===== src/rtl/lct_quality_pipe.sv =====
// Per-channel LCT quality encoder with best-channel select and a per-code quality histogram.
// Latency: q_out 2 cycles after lct_vld_in, best_q/best_idx 3 cycles, cnt_rd 1 cycle after cnt_sel.
// No backpressure: accepts one valid input every cycle; outputs are single-cycle pulses.
module lct_quality_pipe #(
  parameter int NCH   = 2,
  parameter int MXLY  = 3,
  parameter int MXCNT = 16
) (
  input  logic                  clock,
  input  logic                  reset_n,
  input  logic                  lct_vld_in,
  input  logic                  mode_sel,
  input  logic [MXLY-1:0]       thresh_a,
  input  logic [MXLY-1:0]       thresh_c,
  input  logic [NCH-1:0]        alct_vld,
  input  logic [NCH-1:0]        clct_vld,
  input  logic [NCH-1:0]        alct_acc,
  input  logic [NCH*MXLY-1:0]   alct_nly,
  input  logic [NCH*MXLY-1:0]   clct_nly,
  input  logic [NCH*4-1:0]      clct_pid,
  input  logic                  cnt_clr,
  input  logic [3:0]            cnt_sel,
  output logic                  q_vld,
  output logic [NCH*4-1:0]      q_out,
  output logic                  best_vld,
  output logic [3:0]            best_q,
  output logic [1:0]            best_idx,
  output logic [MXCNT-1:0]      cnt_rd
);

  // Reset: asserts immediately, releases two clock edges after reset_n rises
  logic r_rst_meta;
  logic r_rst_sync;
  logic w_rst_n;

  // Two-flop synchroniser for reset release
  always_ff @(posedge clock or negedge reset_n) begin
    if (!reset_n) begin
      r_rst_meta <= 1'b0;
      r_rst_sync <= 1'b0;
    end else begin
      r_rst_meta <= 1'b1;
      r_rst_sync <= r_rst_meta;
    end
  end

  assign w_rst_n = r_rst_sync;

  // Stage 1: captured channel flags; thresholds and mode are folded in at capture time
  logic                 r_s1_vld;
  logic                 r_s1_mode;
  logic [NCH-1:0]       r_s1_a, r_s1_c, r_s1_acc, r_s1_a4, r_s1_c4, r_s1_cpat, r_s1_xpat;
  logic [NCH-1:0][3:0]  r_s1_pid;
  logic [NCH-1:0]       w_a4, w_c4, w_cpat, w_xpat;

  // Threshold and pattern-class decode of the live inputs
  always_comb begin
    w_a4   = '0;
    w_c4   = '0;
    w_cpat = '0;
    w_xpat = '0;
    for (int i = 0; i < NCH; i++) begin
      w_a4[i]   = alct_nly[i*MXLY +: MXLY] >= thresh_a;
      w_c4[i]   = clct_nly[i*MXLY +: MXLY] >= thresh_c;
      w_cpat[i] = (clct_pid[i*4 +: 4] >= 4'd2) && (clct_pid[i*4 +: 4] <= 4'd10);
      w_xpat[i] = clct_pid[i*4 +: 4] >= 4'd11;
    end
  end

  // Stage 1 register: only a valid input updates the captured state
  always_ff @(posedge clock or negedge w_rst_n) begin
    if (!w_rst_n) begin
      r_s1_vld  <= 1'b0;
      r_s1_mode <= 1'b0;
      r_s1_a    <= '0;
      r_s1_c    <= '0;
      r_s1_acc  <= '0;
      r_s1_a4   <= '0;
      r_s1_c4   <= '0;
      r_s1_cpat <= '0;
      r_s1_xpat <= '0;
      r_s1_pid  <= '0;
    end else begin
      r_s1_vld <= lct_vld_in;
      if (lct_vld_in) begin
        r_s1_mode <= mode_sel;
        r_s1_a    <= alct_vld;
        r_s1_c    <= clct_vld;
        r_s1_acc  <= alct_acc;
        r_s1_a4   <= w_a4;
        r_s1_c4   <= w_c4;
        r_s1_cpat <= w_cpat;
        r_s1_xpat <= w_xpat;
        r_s1_pid  <= clct_pid;
      end
    end
  end

  // Stage 2: quality table, first matching row wins; code 9 is deliberately unreachable
  logic [NCH-1:0][3:0] w_q;
  logic [NCH-1:0][3:0] r_q;
  logic                r_q_vld;

  // Per-channel quality priority encode
  always_comb begin
    w_q = '0;
    for (int i = 0; i < NCH; i++) begin
      logic v_hq;
      v_hq = r_s1_c4[i] && r_s1_a4[i] && !r_s1_acc[i];
      if      (v_hq && r_s1_pid[i] == 4'd10)                           w_q[i] = 4'd15;
      else if (v_hq && r_s1_pid[i] >= 4'd8 && r_s1_pid[i] <= 4'd9)     w_q[i] = 4'd14;
      else if (v_hq && r_s1_pid[i] >= 4'd6 && r_s1_pid[i] <= 4'd7)     w_q[i] = 4'd13;
      else if (v_hq && r_s1_pid[i] >= 4'd4 && r_s1_pid[i] <= 4'd5)     w_q[i] = 4'd12;
      else if (v_hq && r_s1_pid[i] >= 4'd2 && r_s1_pid[i] <= 4'd3)     w_q[i] = 4'd11;
      else if (r_s1_mode && v_hq && r_s1_xpat[i])                      w_q[i] = 4'd10;
      else if (r_s1_c4[i] && r_s1_a4[i] && r_s1_acc[i] && r_s1_cpat[i]) w_q[i] = 4'd8;
      else if (r_s1_c4[i] && r_s1_a[i] && !r_s1_a4[i] && r_s1_cpat[i])  w_q[i] = 4'd7;
      else if (r_s1_c[i] && !r_s1_c4[i] && r_s1_a4[i] && r_s1_cpat[i])  w_q[i] = 4'd6;
      else if (r_s1_c[i] && !r_s1_c4[i] && r_s1_a[i] && !r_s1_a4[i] && r_s1_cpat[i]) w_q[i] = 4'd5;
      else if (r_s1_mode && r_s1_c[i] && r_s1_a[i] && r_s1_xpat[i])    w_q[i] = 4'd4;
      else if (r_s1_c[i] && r_s1_a[i] && r_s1_pid[i] == 4'd1)          w_q[i] = 4'd3;
      else if (r_s1_c[i] && !r_s1_a[i])                                w_q[i] = 4'd2;
      else if (r_s1_a[i] && !r_s1_c[i])                                w_q[i] = 4'd1;
      else                                                             w_q[i] = 4'd0;
    end
  end

  // Stage 2 register: q_out holds between valid pulses
  always_ff @(posedge clock or negedge w_rst_n) begin
    if (!w_rst_n) begin
      r_q_vld <= 1'b0;
      r_q     <= '0;
    end else begin
      r_q_vld <= r_s1_vld;
      if (r_s1_vld) r_q <= w_q;
    end
  end

  // Stage 3: best channel, strict compare keeps the lowest index on ties
  logic [3:0] w_best_q, r_best_q;
  logic [1:0] w_best_idx, r_best_idx;
  logic       r_best_vld;

  // Maximum search across channels
  always_comb begin
    w_best_q   = '0;
    w_best_idx = '0;
    for (int i = 0; i < NCH; i++) begin
      if (r_q[i] > w_best_q) begin
        w_best_q   = r_q[i];
        w_best_idx = 2'(i);
      end
    end
  end

  // Stage 3 register
  always_ff @(posedge clock or negedge w_rst_n) begin
    if (!w_rst_n) begin
      r_best_vld <= 1'b0;
      r_best_q   <= '0;
      r_best_idx <= '0;
    end else begin
      r_best_vld <= r_q_vld;
      if (r_q_vld) begin
        r_best_q   <= w_best_q;
        r_best_idx <= w_best_idx;
      end
    end
  end

  // Histogram: one saturating counter per quality code
  logic [15:0][MXCNT-1:0] r_cnt;
  logic [15:0][MXCNT-1:0] w_cnt_nxt;
  logic [MXCNT-1:0]       r_cnt_rd;

  // Next counter values with up to NCH hits per code per cycle
  always_comb begin
    w_cnt_nxt = r_cnt;
    for (int k = 0; k < 16; k++) begin
      logic [2:0]       v_hits;
      logic [MXCNT+2:0] v_sum;
      v_hits = '0;
      for (int i = 0; i < NCH; i++) begin
        v_hits = v_hits + 3'(r_q[i] == 4'(k));
      end
      v_sum = {3'b000, r_cnt[k]} + {{MXCNT{1'b0}}, v_hits};
      if (v_sum > {3'b000, {MXCNT{1'b1}}}) w_cnt_nxt[k] = '1;
      else                                 w_cnt_nxt[k] = v_sum[MXCNT-1:0];
    end
  end

  // Counter update (clear wins) and registered read port showing pre-update value
  always_ff @(posedge clock or negedge w_rst_n) begin
    if (!w_rst_n) begin
      r_cnt    <= '0;
      r_cnt_rd <= '0;
    end else begin
      r_cnt_rd <= r_cnt[cnt_sel];
      if (cnt_clr)      r_cnt <= '0;
      else if (r_q_vld) r_cnt <= w_cnt_nxt;
    end
  end

  assign q_vld    = r_q_vld;
  assign q_out    = r_q;
  assign best_vld = r_best_vld;
  assign best_q   = r_best_q;
  assign best_idx = r_best_idx;
  assign cnt_rd   = r_cnt_rd;

endmodule

===== config.mk =====
export PLATFORM = sky130hd
export DESIGN_NAME = lct_quality_pipe
export DESIGN_NICKNAME = d
export VERILOG_FILES = /design/src/rtl/lct_quality_pipe.sv
export SDC_FILE = /design/constraint.sdc
export NUM_CORES = 1
export LEC_CHECK = 0
export BUFFER_PORTS_ARGS = -buffer_cell sky130_fd_sc_hd__buf_2
export CAP_MARGIN = 20
export CORE_AREA = 5 5 226 228
export CTS_BUF_LIST = sky130_fd_sc_hd__clkbuf_4 sky130_fd_sc_hd__clkbuf_8
export DETAILED_ROUTE_END_ITERATION = 7
export DIE_AREA = 0 0 231 233
export SYNTH_ARGS = -nofsm -noshare
export SYNTH_HDL_FRONTEND = slang
export SYNTH_SLANG_ARGS = --single-unit

===== constraint.sdc =====
create_clock -name clock -period 10.2 [get_ports clock]
set_input_delay 1.02 -clock clock [delete_from_list [all_inputs] [get_ports clock]]
set_output_delay 1.02 -clock clock [all_outputs]
set_load 0.03 [all_outputs]

Word level (Yosys, flattened, before mapping):

Cells that the tools add are included.

* word-level logic and storage cells: 275
* bits in registers: 314
* output and inout port bits: 32
* input port bits: 41

* add/subtract/negate cells: 32
* magnitude comparators: 45
* multiplexer cells: 51
* reduce and logical (&&, ||, !) cells: 77
* equal/unequal tests: 34

Operators with widths (number)
* $mux 256: 2
* $add 16x2->17: 16
* $gt 17x16->1 const B: 16
* $mux 16: 17
* $eq 4x4->1 const B: 18
* $bmux 16 s4: 1
* $logic_and 1x1->1: 64
* $mux 4: 16
* $add 1x1->2: 16
* $eq 4x3->1 const B: 8
* $mux 3: 8
* $eq 4x1->1 const B: 4
* $eq 4x2->1 const B: 4
* $ge 4x2->1 const B: 4
* $ge 4x3->1 const B: 4
* $ge 4x4->1 const B: 4
* $le 4x3->1 const B: 4
* $le 4x4->1 const B: 4
* $ge 3x3->1: 4
* $logic_not 1->1: 10
* $le 4x2->1 const B: 2
* $logic_not 4->1: 2
* $mux 2: 4
* $lt 4x5->1 const B: 1
* other kinds (4): 6

Logic depth before layout (Yosys ltp):

* word-level depth: 16
* gate-level depth with buffers: 13
* depth with buffers taken out: 11

Least setup slack after synthesis:

No wires, ideal clock.

* path kind: reg2reg
* start: reg r_q, in the netlist q_out[0]
* end: reg r_cnt[83] in the netlist's numbering
* clock period less this slack: 3.132 ns
* arrival time: 3.036 ns
* stages on the path, launching flop included: 14
* data required time: 10.104 ns
* path buffers: 2
* setup time: 0.096 ns
* slack: 7.068 ns
* path through: dfrtp_1 -> clkbuf_1 -> inv_1 -> nor2_1 -> nand2_1 -> fa_1 -> inv_1 -> ha_1 -> nand3_1 -> or3_1 -> or3_1 -> buf_6 -> nor3b_1 -> nor4_2

* word-level cells in the longest chain between the ends: 7

RTL lines
* from (decl): RTL line 101 `logic [NCH-1:0][3:0] r_q;`
* from (signal assigned): RTL line 135 `if (r_s1_vld) r_q <= w_q;`
* $eq 4x3->1 *: RTL line 184 `v_hits = v_hits + 3'(r_q[i] == 4'(k));`
* $add 1x1->2 *: RTL line 184
* $add 16x2->17 *: RTL line 186 `v_sum = {3'b000, r_cnt[k]} + {{MXCNT{1'b0}}, v_hits};`
* $gt 17x16->1: RTL line 187 `if (v_sum > {3'b000, {MXCNT{1'b1}}}) w_cnt_nxt[k] = '1;`
* $mux 16 *: RTL line 187
* $mux 256 *: RTL line 200 `else if (r_q_vld) r_cnt <= w_cnt_nxt;`
* $mux 256 *: RTL line 199 `if (cnt_clr) r_cnt <= '0;`
* to (signal assigned): RTL line 200
* to (decl): RTL line 172 `logic [15:0][MXCNT-1:0] r_cnt;`

Every way passes the cells marked *; elsewhere a longest branch is shown, timed or not. The select of a mux whose other input is x is not followed.
A chain may end at the register's enable or synchronous reset.

Worst setup path after layout:

* start: reg r_q, in the netlist q_out[2]
* end: reg r_cnt[77] in the netlist's numbering

Same word-level chain as after synthesis.

==> results.txt <==
Status = finished clean
HP Class = input pin to asynchronous set/reset pin
Vias = 16300
RSZ-0062 raised after global routing = false
F_max = 275 MHz
Core area = 0.0486 mm2
Largest net degree at the start of global routing = 145
Cell count after synthesis = 1925
Clk_lat worst skew = 0.68 ns
Die width = 231 um
DIE AREA = 0.0538 mm2
Antenna violations before repair = 1
Layout Area Growth over Synthesis = 11.5%
Grt total ovfl = 0
Clock Pin Slew Worst Setup and Hold Paths = 0.06 ns
Syn Std Cell Area = 0.0188 mm2
# DRC = 0
Drt pass-1 iters = 7
Most frequent cells in the layout = 311 x dfrtp_1, 221 x nor2_1, 112 x nand3_1
Starting Density = 38.7%
Post-synth EDFFs = 0
Net count after synthesis = 2014
Placed cell area = 0.0195 mm2
Worst r2r dst = r_cnt[77]$_DFFE_PN0P_
Net load switching power = 849 uW
Vias/cell = 6.20
Die height = 233 um
Startpoint types = flip-flop
Drt first-iter violations = 1631
R2R depth = 11
Clk pwr share = 45.5%
Sequential area share after synthesis = 41.6%
Clock sink count = 313
Synth cell types = 75
CTS tree = done
Seq pwr share = 43.9%
PD cells = 146 mW/mm2
Switching fraction of total power = 27.7%
Routed len/inst = 22.3 um
Final setup viols = 0
ANT nets after route = 0
H-tree Lvls = 2
Setup TNS = 0 ns
Number of gates resized after cts = 0
Post CTS Setup Buffer Count = 0
Final period util = 35.7%
Max-Cap Viols = 0
GRT Util Overall = 21.5%
IO Port Bufs = 71
Crit-path max FO = 11
# IOs = 73
Hold buffer count at CTS = 0
Worst r2r src = q_out[2]$_DFFE_PN0P_
Top post-synthesis cells by area = dfrtp_1 42%, mux4_2 9.6%, nor2_1 4.4%
Leak Pwr = 0.00883 uW
Ys flop type = dfrtp_1
Fin area = 0.0210 mm2
Clk buf depth = 3
Gate power share = 10.6%
Fin crit period = 3.64 ns
Pint = 2210 uW
Post-synth top area share = 41.6%
GP Congestion = 0.938
Fin. Hold Viols = 0
Async SR Flop Fraction = 100%
Area leader, netlist = dfrtp_1
Critical Path AT = 4.20 ns
Avg Cell Area, Syn = 9.77 um2
Yosys reg bits = 313
Final wirelength = 58500 um
Crit path capture type = flip-flop
Critical path data required time = 10.77 ns
Share of cells above drive strength 1 = 16.5%
Worst slew pin tran = 1.06 ns
Slew HR = 29.5%
Critical path startpoint = q_out[2]$_DFFE_PN0P_
Kind of critical path = flip-flop to flip-flop
First-pass GRT wire length = 91600 um
Slew Viols, Final = 0
Most common cell after layout, fill and taps aside = dfrtp_1
Number of global-route vias before repair = 15500
Peak supply drop = 0.107 mV
CTS root buffer = clkbuf_8
Clk_skew = 0.0508 ns
Inserted Clock Buffers = 60
Reg2reg setup slack = 6.56 ns
Nets@finish = 2041
Synth warn = 0
# rows = 81
Post-DP HPWL = 41900 um
-- cells in the mapped netlist, types with 12 or more instances --
cell type / n
ha_1: 32
dfrtp_1: 313
clkbuf_1: 86
nor3_1: 106
o21bai_1: 50
a21oi_1: 94
mux2i_1: 25
o21ai_0: 33
nand3_1: 112
nand2_1: 104
nor4_1: 26
nand4_1: 37
and2_1: 16
fa_1: 16
nor2_1: 221
mux2_2: 17
mux4_2: 80
a311oi_1: 40
nor3b_1: 12
and4_1: 40
inv_1: 72
a31oi_1: 100
a211oi_1: 50
buf_2: 19
and3_1: 63
-- cell type report --
type / instances / area (um2)
Sequential cell: 313 / 7840
Fill cell: 4645 / 27700
Clock inverter: 9 / 85.1
Clock buffer: 103 / 1290
Inverter: 74 / 278
Antenna cell: 1 / 2.50
Multi-Input combinational cell: 1419 / 10200
Timing Repair Buffer: 84 / 517
Tap cell: 622 / 778
-- sequential cells by signal, indices dropped and copies added (netlist names), 2 cells and up --
name,count
q_out,8
best_q,4
r_s1_a,2
cnt_rd,16
r_s1_acc,2
r_s1_a4,2
r_s1_c4,2
r_s1_cpat,2
r_s1_c,2
r_s1_xpat,2
r_cnt,256
r_s1_pid,8
-- worst max path at each step --
stage	end	slack (ns)	cells past startpoint
CTS	r_cnt[77]$_DFFE_PN0P_	6.62	11
floorplan	best_idx[0]$_DFFE_PN0P_	0.83	0
detailed placement	r_cnt[77]$_DFFE_PN0P_	6.66	11
finish	r_cnt[77]$_DFFE_PN0P_	6.56	11
global placement	r_cnt[235]$_DFFE_PN0P_	6.80	10
global route	r_cnt[82]$_DFFE_PN0P_	6.36	11
-- layer usage --
layer | GRT usage, % | up-vias | wire length (um)
met1 | 29.3 | 8133 | 25100
met5 | 0 | - | 0
li1 | - | 7399 | -
met3 | 5.42 | 139 | 4710
met4 | 7.91 | 0 | 2470
met2 | 33.5 | 607 | 26300
-- cell families after synthesis --
group	after synthesis	share of synthesized area [%]
fa+ha+maj	48	3.83
compound gates	415	14.7
other cells	2	0.0399
flops	313	41.6
mux	122	11.9
buf+inv	193	4.18
xor+xnor	7	0.326
simple gates	825	23.4
-- power groups by stage --
stage / Combinational, uW / Clock [uW] / Sequential [uW]
detailed placement: 323 / 0 / 1370
CTS: 324 / 1430 / 1340
finish: 323 / 1390 / 1340
global placement: 317 / 0 / 1360
global route: 361 / 1480 / 1350
floorplan: 209 / 0 / 1370
-- metrics by stage --
step | hold slack, ns | util [%] | power, uW | setup slack (ns) | cells
floorplan | 0.331 | - | 1580 | 0.831 | 1925
global placement | 0.324 | 40.2 | 1680 | 6.80 | 2509
detailed placement | 0.330 | 40.2 | 1690 | 6.66 | 2509
CTS | 0.0989 | 43.0 | 3100 | 6.62 | 2621
global route | 0.114 | 43.1 | 3200 | 6.36 | 2624
finish | 0.153 | 43.1 | 3060 | 6.56 | 2625
-- critical path: stages (launching register included) --
cell and delay [ns]:
dfrtp_1 0.53, inv_1 0.11, nor2_1 0.23, nand2_1 0.13
fa_1 0.55, inv_1 0.13, ha_1 0.23, and4_1 0.33
nand4_1 0.43, and2_1 0.41, and3_1 0.20, a211oi_1 0.23
No activity file was read; power rests on OpenSTA's default activity.
